File: src/rtl/ulpi_pkg.sv
// Package: ulpi_pkg
// Shared types and constants for the link-side ULPI controller.
//  - ulpi_fsm_state_t : controller state encoding
//  - ULPI_TXCMD_*     : transmit command byte / prefix values
//  - ulpi_txcmd()     : builds a register-access TXCMD byte
package ulpi_pkg;

  typedef enum logic [3:0] {
    ULPI_FSM_STATE_RESET              = 4'd0,
    ULPI_FSM_STATE_RESET_SET_STP_HIGH = 4'd1,
    ULPI_FSM_STATE_RESET_RELEASE      = 4'd2,
    ULPI_FSM_STATE_IDLE               = 4'd3,
    ULPI_FSM_STATE_RX_TURN            = 4'd4,
    ULPI_FSM_STATE_RX                 = 4'd5,
    ULPI_FSM_STATE_RX_TURN_BACK       = 4'd6,
    ULPI_FSM_STATE_REG_WR_CMD         = 4'd7,
    ULPI_FSM_STATE_REG_WR_DATA        = 4'd8,
    ULPI_FSM_STATE_REG_WR_STP         = 4'd9,
    ULPI_FSM_STATE_REG_RD_CMD         = 4'd10,
    ULPI_FSM_STATE_REG_RD_TURN        = 4'd11,
    ULPI_FSM_STATE_REG_RD_DATA        = 4'd12,
    ULPI_FSM_STATE_REG_RD_TURN_BACK   = 4'd13
  } ulpi_fsm_state_t;

  localparam logic [7:0] ULPI_TXCMD_NOOP  = 8'h00;
  localparam logic [1:0] ULPI_TXCMD_REGWR = 2'b10;
  localparam logic [1:0] ULPI_TXCMD_REGRD = 2'b11;

  // Register-access TXCMD: two-bit command prefix followed by the address.
  function automatic logic [7:0] ulpi_txcmd(input logic [1:0] prefix,
                                            input logic [5:0] addr);
    return {prefix, addr};
  endfunction

endpackage

File: src/rtl/ulpi_ctrl.sv
// Module: ulpi_ctrl
// Link-side ULPI controller: sequences the PHY reset, runs PHY register
// read/write transactions and forwards received data / RXCMD bytes.
// The bidirectional bus is split; the tristate buffer lives above this block.
// Ports:
//  i_clk, i_rst (async, active-low)      clock and reset
//  i_dir, i_nxt, o_stp, o_rst            ULPI control lines
//  i_data / o_data                       bus value from PHY / from link
//  i_reg_req/we/addr/wdata               register access request (level)
//  o_reg_rdata, o_reg_done               read data and completion pulse
//  o_rx_data/o_rx_valid                  received data byte + pulse
//  o_rxcmd/o_rxcmd_valid                 last RXCMD byte + pulse
//  o_linestate                           only with ULPI_CTRL_LINESTATE_EN defined
// Parameter RST_CYCLES (>=1): edges spent with o_rst and o_stp both high.
module ulpi_ctrl
  import ulpi_pkg::*;
#(
  parameter int RST_CYCLES = 4
) (
  input  logic       i_clk,
  input  logic       i_rst,
  input  logic       i_dir,
  input  logic       i_nxt,
  output logic       o_stp,
  output logic       o_rst,
  input  logic [7:0] i_data,
  output logic [7:0] o_data,
  input  logic       i_reg_req,
  input  logic       i_reg_we,
  input  logic [5:0] i_reg_addr,
  input  logic [7:0] i_reg_wdata,
  output logic [7:0] o_reg_rdata,
  output logic       o_reg_done,
  output logic [7:0] o_rx_data,
  output logic       o_rx_valid,
  output logic [7:0] o_rxcmd,
  output logic       o_rxcmd_valid
`ifdef ULPI_CTRL_LINESTATE_EN
  ,
  output logic [1:0] o_linestate
`endif
);

  localparam int CNT_W = (RST_CYCLES > 1) ? $clog2(RST_CYCLES) : 1;

  ulpi_fsm_state_t  state;
  logic [CNT_W-1:0] rst_cnt_r;

  // Controller FSM with all outputs registered alongside the state.
  always_ff @(posedge i_clk or negedge i_rst) begin
    if (!i_rst) begin
      state         <= ULPI_FSM_STATE_RESET;
      rst_cnt_r     <= {CNT_W{1'b0}};
      o_rst         <= 1'b1;
      o_stp         <= 1'b0;
      o_data        <= ULPI_TXCMD_NOOP;
      o_reg_rdata   <= 8'h00;
      o_reg_done    <= 1'b0;
      o_rx_data     <= 8'h00;
      o_rx_valid    <= 1'b0;
      o_rxcmd       <= 8'h00;
      o_rxcmd_valid <= 1'b0;
`ifdef ULPI_CTRL_LINESTATE_EN
      o_linestate   <= 2'b00;
`endif
    end else begin
      o_reg_done    <= 1'b0;
      o_rx_valid    <= 1'b0;
      o_rxcmd_valid <= 1'b0;
      case (state)
        ULPI_FSM_STATE_RESET: begin
          state     <= ULPI_FSM_STATE_RESET_SET_STP_HIGH;
          rst_cnt_r <= {CNT_W{1'b0}};
          o_rst     <= 1'b1;
          o_stp     <= 1'b1;
        end
        ULPI_FSM_STATE_RESET_SET_STP_HIGH: begin
          if (rst_cnt_r == CNT_W'(RST_CYCLES - 1)) begin
            state <= ULPI_FSM_STATE_RESET_RELEASE;
            o_rst <= 1'b0;
          end else begin
            rst_cnt_r <= rst_cnt_r + CNT_W'(1);
          end
        end
        ULPI_FSM_STATE_RESET_RELEASE: begin
          // PHY holds dir high until its PLL is up; wait for it to let go.
          if (!i_dir) begin
            state <= ULPI_FSM_STATE_IDLE;
            o_stp <= 1'b0;
          end
          o_data <= ULPI_TXCMD_NOOP;
        end
        ULPI_FSM_STATE_IDLE: begin
          o_data <= ULPI_TXCMD_NOOP;
          if (i_dir) begin
            state <= ULPI_FSM_STATE_RX_TURN;
          end else if (i_reg_req) begin
            if (i_reg_we) begin
              state  <= ULPI_FSM_STATE_REG_WR_CMD;
              o_data <= ulpi_txcmd(ULPI_TXCMD_REGWR, i_reg_addr);
            end else begin
              state  <= ULPI_FSM_STATE_REG_RD_CMD;
              o_data <= ulpi_txcmd(ULPI_TXCMD_REGRD, i_reg_addr);
            end
          end
        end
        ULPI_FSM_STATE_RX_TURN: begin
          state  <= ULPI_FSM_STATE_RX;
          o_data <= ULPI_TXCMD_NOOP;
        end
        ULPI_FSM_STATE_RX: begin
          o_data <= ULPI_TXCMD_NOOP;
          if (!i_dir) begin
            state <= ULPI_FSM_STATE_RX_TURN_BACK;
          end else if (i_nxt) begin
            o_rx_data  <= i_data;
            o_rx_valid <= 1'b1;
          end else begin
            o_rxcmd       <= i_data;
            o_rxcmd_valid <= 1'b1;
`ifdef ULPI_CTRL_LINESTATE_EN
            o_linestate   <= i_data[1:0];
`endif
          end
        end
        ULPI_FSM_STATE_RX_TURN_BACK: begin
          state  <= ULPI_FSM_STATE_IDLE;
          o_data <= ULPI_TXCMD_NOOP;
        end
        // PHY grabbing the bus before accepting a byte aborts the access;
        // the request stays asserted and is re-issued from IDLE.
        ULPI_FSM_STATE_REG_WR_CMD: begin
          if (i_dir) begin
            state  <= ULPI_FSM_STATE_RX_TURN;
            o_data <= ULPI_TXCMD_NOOP;
          end else if (i_nxt) begin
            state  <= ULPI_FSM_STATE_REG_WR_DATA;
            o_data <= i_reg_wdata;
          end
        end
        ULPI_FSM_STATE_REG_WR_DATA: begin
          if (i_dir) begin
            state  <= ULPI_FSM_STATE_RX_TURN;
            o_data <= ULPI_TXCMD_NOOP;
          end else if (i_nxt) begin
            state      <= ULPI_FSM_STATE_REG_WR_STP;
            o_stp      <= 1'b1;
            o_data     <= ULPI_TXCMD_NOOP;
            o_reg_done <= 1'b1;
          end
        end
        ULPI_FSM_STATE_REG_WR_STP: begin
          state  <= ULPI_FSM_STATE_IDLE;
          o_stp  <= 1'b0;
          o_data <= ULPI_TXCMD_NOOP;
        end
        ULPI_FSM_STATE_REG_RD_CMD: begin
          if (i_dir) begin
            state  <= ULPI_FSM_STATE_RX_TURN;
            o_data <= ULPI_TXCMD_NOOP;
          end else if (i_nxt) begin
            state  <= ULPI_FSM_STATE_REG_RD_TURN;
            o_data <= ULPI_TXCMD_NOOP;
          end
        end
        ULPI_FSM_STATE_REG_RD_TURN: begin
          o_data <= ULPI_TXCMD_NOOP;
          // No turnaround from the PHY: give up and retry from IDLE.
          if (i_dir) begin
            state <= ULPI_FSM_STATE_REG_RD_DATA;
          end else begin
            state <= ULPI_FSM_STATE_IDLE;
          end
        end
        ULPI_FSM_STATE_REG_RD_DATA: begin
          state       <= ULPI_FSM_STATE_REG_RD_TURN_BACK;
          o_data      <= ULPI_TXCMD_NOOP;
          o_reg_rdata <= i_data;
          o_reg_done  <= 1'b1;
        end
        ULPI_FSM_STATE_REG_RD_TURN_BACK: begin
          o_data <= ULPI_TXCMD_NOOP;
          if (!i_dir) begin
            state <= ULPI_FSM_STATE_IDLE;
          end
        end
        default: begin
          state  <= ULPI_FSM_STATE_RESET;
          o_rst  <= 1'b1;
          o_stp  <= 1'b0;
          o_data <= ULPI_TXCMD_NOOP;
        end
      endcase
    end
  end

endmodule

File: config.mk
export PLATFORM = sky130hd
export DESIGN_NAME = ulpi_ctrl
export DESIGN_NICKNAME = d
export VERILOG_FILES = /design/src/rtl/ulpi_pkg.sv /design/src/rtl/ulpi_ctrl.sv
export SDC_FILE = /design/constraint.sdc
export NUM_CORES = 1
export LEC_CHECK = 0
export CORE_UTILIZATION = 29
export CTS_CLUSTER_SIZE = 20
export DETAILED_ROUTE_END_ITERATION = 16
export PLACE_DENSITY_LB_ADDON = 0.25
export SLEW_MARGIN = 20
export SYNTH_ARGS = -nofsm -noshare
export SYNTH_HDL_FRONTEND = slang
export SYNTH_SLANG_ARGS = --single-unit
File: constraint.sdc
create_clock -name i_clk -period 5 [get_ports i_clk]
set_input_delay 1 -clock i_clk [delete_from_list [all_inputs] [get_ports i_clk]]
set_output_delay 1 -clock i_clk [all_outputs]
set_load 0.01 [all_outputs]
==> results.json, run 1 <==
{
  "grt_pass1_wl_um": 7817,
  "synth_edf_count": 0,
  "critPathBufInv": 1,
  "async_flop_share": 1.000,
  "post_cts_resized": 0,
  "avgViaCountPerCell": 4.735,
  "cts_made_buffers": 5,
  "crit_arrival_ps": 2960,
  "max_slew_margin": 0.3610,
  "cts_tree": "built",
  "cts_setup_buffers": 0,
  "firstDrtPassIters": 4,
  "layout_common_cells": "clkdlybuf4s50_1, dfrtp_1, mux2_2",
  "first_global_vias": 1563,
  "ys_warn_count": 0,
  "ant_nets": 0,
  "syn_area_per_cell_sq_um": 12.60,
  "fin_util": 0.4234,
  "crit_chain": "clkdlybuf4s50_1 -> nor2_1 -> a211oi_2 -> a22o_1",
  "overflow": 0,
  "postSynthCellCount": 167,
  "rows": 30,
  "grt_antenna_before_repair": 0,
  "setup_viol": 0,
  "clkTransAtPathRegs_ps": 80,
  "routed_wl_um": 4854,
  "drv_cap": 0,
  "cp-start-kind": "input pin",
  "ioPinCount": 65,
  "endpoint_kind": "flop",
  "synth_cell_types": 41,
  "max_freq_ghz": 0.3670,
  "clk_latency_ps": 300,
  "tns_ps": 0,
  "nFillCells": 647,
  "grt_setup_unrepaired": "false",
  "slew_violations": 0,
  "syn-num-nets": 196,
  "crit_path_max_incr_delay_ps": 900,
  "cts_max_path_buffers": 2,
  "worstPathRequired_ps": 5230,
  "clock_skew_ps": 10.56,
  "period_needed_ps": 2725,
  "cts_hold_buf": 0,
  "ir_worst_vdd_v": 0.0001831,
  "crit_slowest_cell": "clkdlybuf4s50_1",
  "grtUsageTotal": 0.1333,
  "io_buffers": 64,
  "grt_max_degree": 44,
  "period_share": 0.5449,
  "status": "complete, no violations",
  "hp-class": "reg -> reg",
  "ys.flop_type": "dfrtp_1",
  "cts_sinks": 43,
  "clock_tree.root_cell": "clkbuf_8",
  "vias": 1553,
  "diodes": 0,
  "initial_core_util": 0.3047,
  "leakage_nw": 1.279,
  "drt-initial-drc-count": 71,
  "cp_max_fo": 15,
  "syn_area_sq_um": 2105,
  "cp_top_family": "buffers and inverters",
  "core_sq_um": 6907,
  "critical_path_class": "in -> reg",
  "gp_congestion": 0.8266,
  "yosys_register_bits": 43,
  "dieArea_sq_um": 7601,
  "area_growth_pct": 38.94,
  "synth_seq_area_share": 0.5119,
  "powerDensity_nw_per_um2": 558.1,
  "hold_viol": 0,
  "drc": 0,
  "wire_per_inst_um": 14.80,
  "cts.htree.levels": 2,
  "final_common_cell": "clkdlybuf4s50_1",
  "worstMarginPinSlew_ps": 958.5,
  "place_hpwl_um": 3468,
  "fin_nets": 260,
  "drive_gt1_frac": 0.2112,
  "dieHeight_um": 87.19,
  "die_w_um": 87.19
}
-- synth_stat cells (2+ instances only) --
master / n / area, sq um
mux2i_1: 4 / 40.04
a31oi_1: 2 / 12.51
mux2_4: 2 / 30.03
nor2b_1: 2 / 12.51
mux2_2: 25 / 281.5
nor3_2: 2 / 20.02
inv_1: 6 / 22.52
o21ai_1: 2 / 10.01
o21ai_0: 3 / 15.01
buf_4: 2 / 15.01
nor2_1: 11 / 41.29
dfrtp_1: 42 / 1051
buf_2: 4 / 20.02
nand2_1: 6 / 22.52
o22ai_1: 3 / 18.77
or3_1: 2 / 12.51
a21oi_1: 6 / 30.03
a22o_1: 19 / 166.4
nand2b_1: 2 / 12.51
-- routing by layer --
layer	GRT usage	vias to the layer above	routed length (um)
met3	0.03223	5	209
met2	0.2212	42	2349
met4	0.04024	0	65
met5	0	-	0
li1	-	750	-
met1	0.1724	756	2231
-- path summary, 6_finish.rpt --
| kind | from | to | slack (ps) | depth (start not counted) |
|---|---|---|---|---|
| max | i_dir | o_data[6] | 2280 | 4 |
| min | o_rx_data[1] | o_rx_data[1] | 510 | 1 |
| max reg2reg | state[3] | state[0] | 2930 | 5 |
| min reg2reg | o_rx_data[1] | o_rx_data[1] | 510 | 1 |
| max in group asynchronous | i_rst | o_data[1] | 3550 | 1 |
| min in group asynchronous | i_rst | o_reg_rdata[1] | 850 | 1 |
-- kinds of logic after synthesis --
| family | after synthesis | synth area share |
|---|---|---|
| compound gates | 45 | 0.1718 |
| flops | 43 | 0.5119 |
| fa+ha+maj | 1 | 0.005944 |
| buf+inv | 14 | 0.04221 |
| simple gates | 33 | 0.1011 |
| mux | 31 | 0.1671 |
-- per-stage QoR --
stage | area (sq um) | hold slack [ps] | instances | power, mW | setup slack [ps]
finish | 2924 | 507.9 | 328 | 1.632 | 2275
global route | 2924 | 524.6 | 328 | 1.743 | 2151
CTS | 2924 | 512.9 | 328 | 1.654 | 2288
detailed placement | 2811 | 492.2 | 320 | 1.376 | 1939
global placement | 2811 | 487.7 | 320 | 1.363 | 2021
floorplan | 2105 | 501.3 | 167 | 1.060 | 2951
-- worst reg2reg max path, stage by stage (launching register included) --
cell	delay [ps]
dfrtp_1	880
nand2b_2	300
o2bb2ai_1	90
a22oi_2	210
o41ai_4	160
mux2_4	340
-- area by class of cell --
class                      count  area [sq um]  share of cell area
clock inverter                 3         43.79             0.01498
timing repair buffer          64         635.6              0.2174
inverter                       7         40.04             0.01369
clock buffer                   5         68.82             0.02353
multi-input combinational    110         938.4              0.3209
tap                           96         120.1             0.04108
sequential                    43          1077              0.3684
-- power by group --
part | internal [mW] | leakage (nW) | total [mW] | switching (mW)
sequential | 0.472 | 0.553 | 0.602 | 0.130
clock | 0.149 | 0.0581 | 0.271 | 0.122
combinational | 0.430 | 0.668 | 0.759 | 0.329
-- sequential cells by signal (all words and copies together) (netlist names) --
name           count
rst_cnt_r          2
o_rx_valid         1
o_stp              1
o_rst              1
state              4
o_reg_done         1
o_rxcmd            8
o_rxcmd_valid      1
o_rx_data          8
o_reg_rdata        8
o_data             8
(Power assumes the default switching activity.)
==> run 2: changes to the inputs <==
clock period = 2.3 ns   (was 5 ns; I/O delays follow)
==> run 2 against run 1 <==
- flip-flop and latch count did not move
- cell count up 2.4%
- first-iteration DRC count up 21%
- clock-buffer cell count rose by 1
- critical endpoint is now state[2]
- highest routed layer unchanged
==> results.json, run 2 (same netlist as run 1, synthesis figures left out) <==
{
  "period_needed_ps": 1886,
  "io_buffers": 64,
  "r2r_cells": 6,
  "cts_sinks": 43,
  "hold_viol": 0,
  "max_slew_margin": 0.6026,
  "cts_max_path_buffers": 2,
  "cts_made_buffers": 5,
  "post_cts_resized": 0,
  "status": "complete, no violations",
  "max_freq_ghz": 0.5303,
  "drc": 0,
  "grt_max_degree": 23,
  "grt_setup_unrepaired": "false",
  "crit_path_start": "state[2]",
  "cts.htree.levels": 2,
  "gp_congestion": 0.8141,
  "cp-start-kind": "flop",
  "die_w_um": 87.19,
  "route.met2.wl_um": 2366,
  "powerDensity_nw_per_um2": 1180,
  "r2r-start": "state[2]",
  "dieArea_sq_um": 7601,
  "wire_per_inst_um": 14.79,
  "avgViaCountPerCell": 4.795,
  "leakage_nw": 1.307,
  "overflow": 0,
  "reg2reg_slack_ps": 410,
  "grt_antenna_before_repair": 0,
  "cts_tree": "built",
  "crit_arrival_ps": 2110,
  "place_hpwl_um": 3638,
  "grt_pass1_wl_um": 8052,
  "first_global_vias": 1586,
  "clock_skew_ps": 7.503,
  "drv_cap": 0,
  "core_sq_um": 6907,
  "fin_nets": 268,
  "highest_layer": "met4",
  "grtUsageTotal": 0.1376,
  "endpoint_kind": "flop",
  "critical_path_class": "reg -> reg",
  "diodes": 0,
  "clkTransAtPathRegs_ps": 80,
  "setup_viol": 0,
  "period_share": 0.8198,
  "ir_worst_vdd_v": 0.0003045,
  "endpoint": "state[2]",
  "drive_gt1_frac": 0.2333,
  "wl_met1_um": 2220,
  "r2r-end": "state[2]",
  "cts_hold_buf": 0,
  "worstMarginPinSlew_ps": 596.2,
  "stdcell_area_sq_um": 2969,
  "holdWs_ps": 121.4,
  "drt-initial-drc-count": 86,
  "layout_common_cells": "clkdlybuf4s50_1, dfrtp_1, mux2_2",
  "tns_ps": 0,
  "rows": 30,
  "firstDrtPassIters": 4,
  "dieHeight_um": 87.19,
  "slew_violations": 0,
  "clk_latency_ps": 290,
  "clock_tree.root_cell": "clkbuf_8",
  "ioPinCount": 65,
  "cp_max_fo": 16,
  "cts_setup_buffers": 0,
  "routed_wl_um": 4968,
  "initial_core_util": 0.3047,
  "ant_nets": 0,
  "vias": 1611,
  "routed-wl-met3_um": 281,
  "final_common_cell": "clkdlybuf4s50_1",
  "hp-class": "in -> async",
  "post_dp_cell_area_sq_um": 2884,
  "worstPathRequired_ps": 2520,
  "area_growth_pct": 41.08
}
run 2: changes by cell type in the layout (fill, tap and decap cells not counted):
cell / previous run / this run
buf_12: 0 / 1
buf_4: 0 / 7
bufinv_16: 1 / 0
clkbuf_1: 0 / 1
clkinv_4: 1 / 0
clkinvlp_4: 0 / 1
run 2: power breakdown:
group / total, mW / switching [mW] / leakage [nW] / internal [mW]
clock: 0.474 / 0.262 / 0.0412 / 0.212
combinational: 1.73 / 0.746 / 0.713 / 0.984
sequential: 1.30 / 0.273 / 0.553 / 1.03
run 2: per-layer routing:
metal  track usage  up-vias
li1              -      763
met1        0.1843      786
met2        0.2176       54
met3       0.03318        8
met4       0.04769        0
met5             0        -
run 2: final cells by class:
| type | count | area (sq um) |
|---|---|---|
| clock buffer | 6 | 72.57 |
| tap | 96 | 120.1 |
| fill | 674 | 3938 |
| multi-input combinational | 110 | 938.4 |
| timing repair buffer | 72 | 708.2 |
| sequential | 43 | 1077 |
| clock inverter | 2 | 12.51 |
| inverter | 7 | 40.04 |
run 2: how the worst min path moves through the flow:
stage                        end  depth (start not counted)  slack (ps)
floorplan              o_data[0]                          0         160
global placement    o_rx_data[1]                          1         460
detailed placement  o_rx_data[1]                          1         460
CTS                 o_rx_data[2]                          1         140
global route        o_rx_data[1]                          1         170
finish              o_rx_data[1]                          1         120
run 2: through the flow:
step                  util  std cells  setup slack [ps]  total power [mW]
finish              0.4299        336             414.4             3.503
global route        0.4299        336             249.7             3.723
CTS                 0.4299        336             406.0             3.538
detailed placement  0.4176        328             135.3             3.054
global placement    0.4176        328             144.6             3.020
floorplan                -        167             636.0             2.305
run 2: critical path: stages (launching register included):
cell      delay [ps]
dfrtp_1          730
bufinv_8         310
o21ai_1          170
a22oi_2          120
o41ai_4          100
buf_4            190
mux2i_1          180
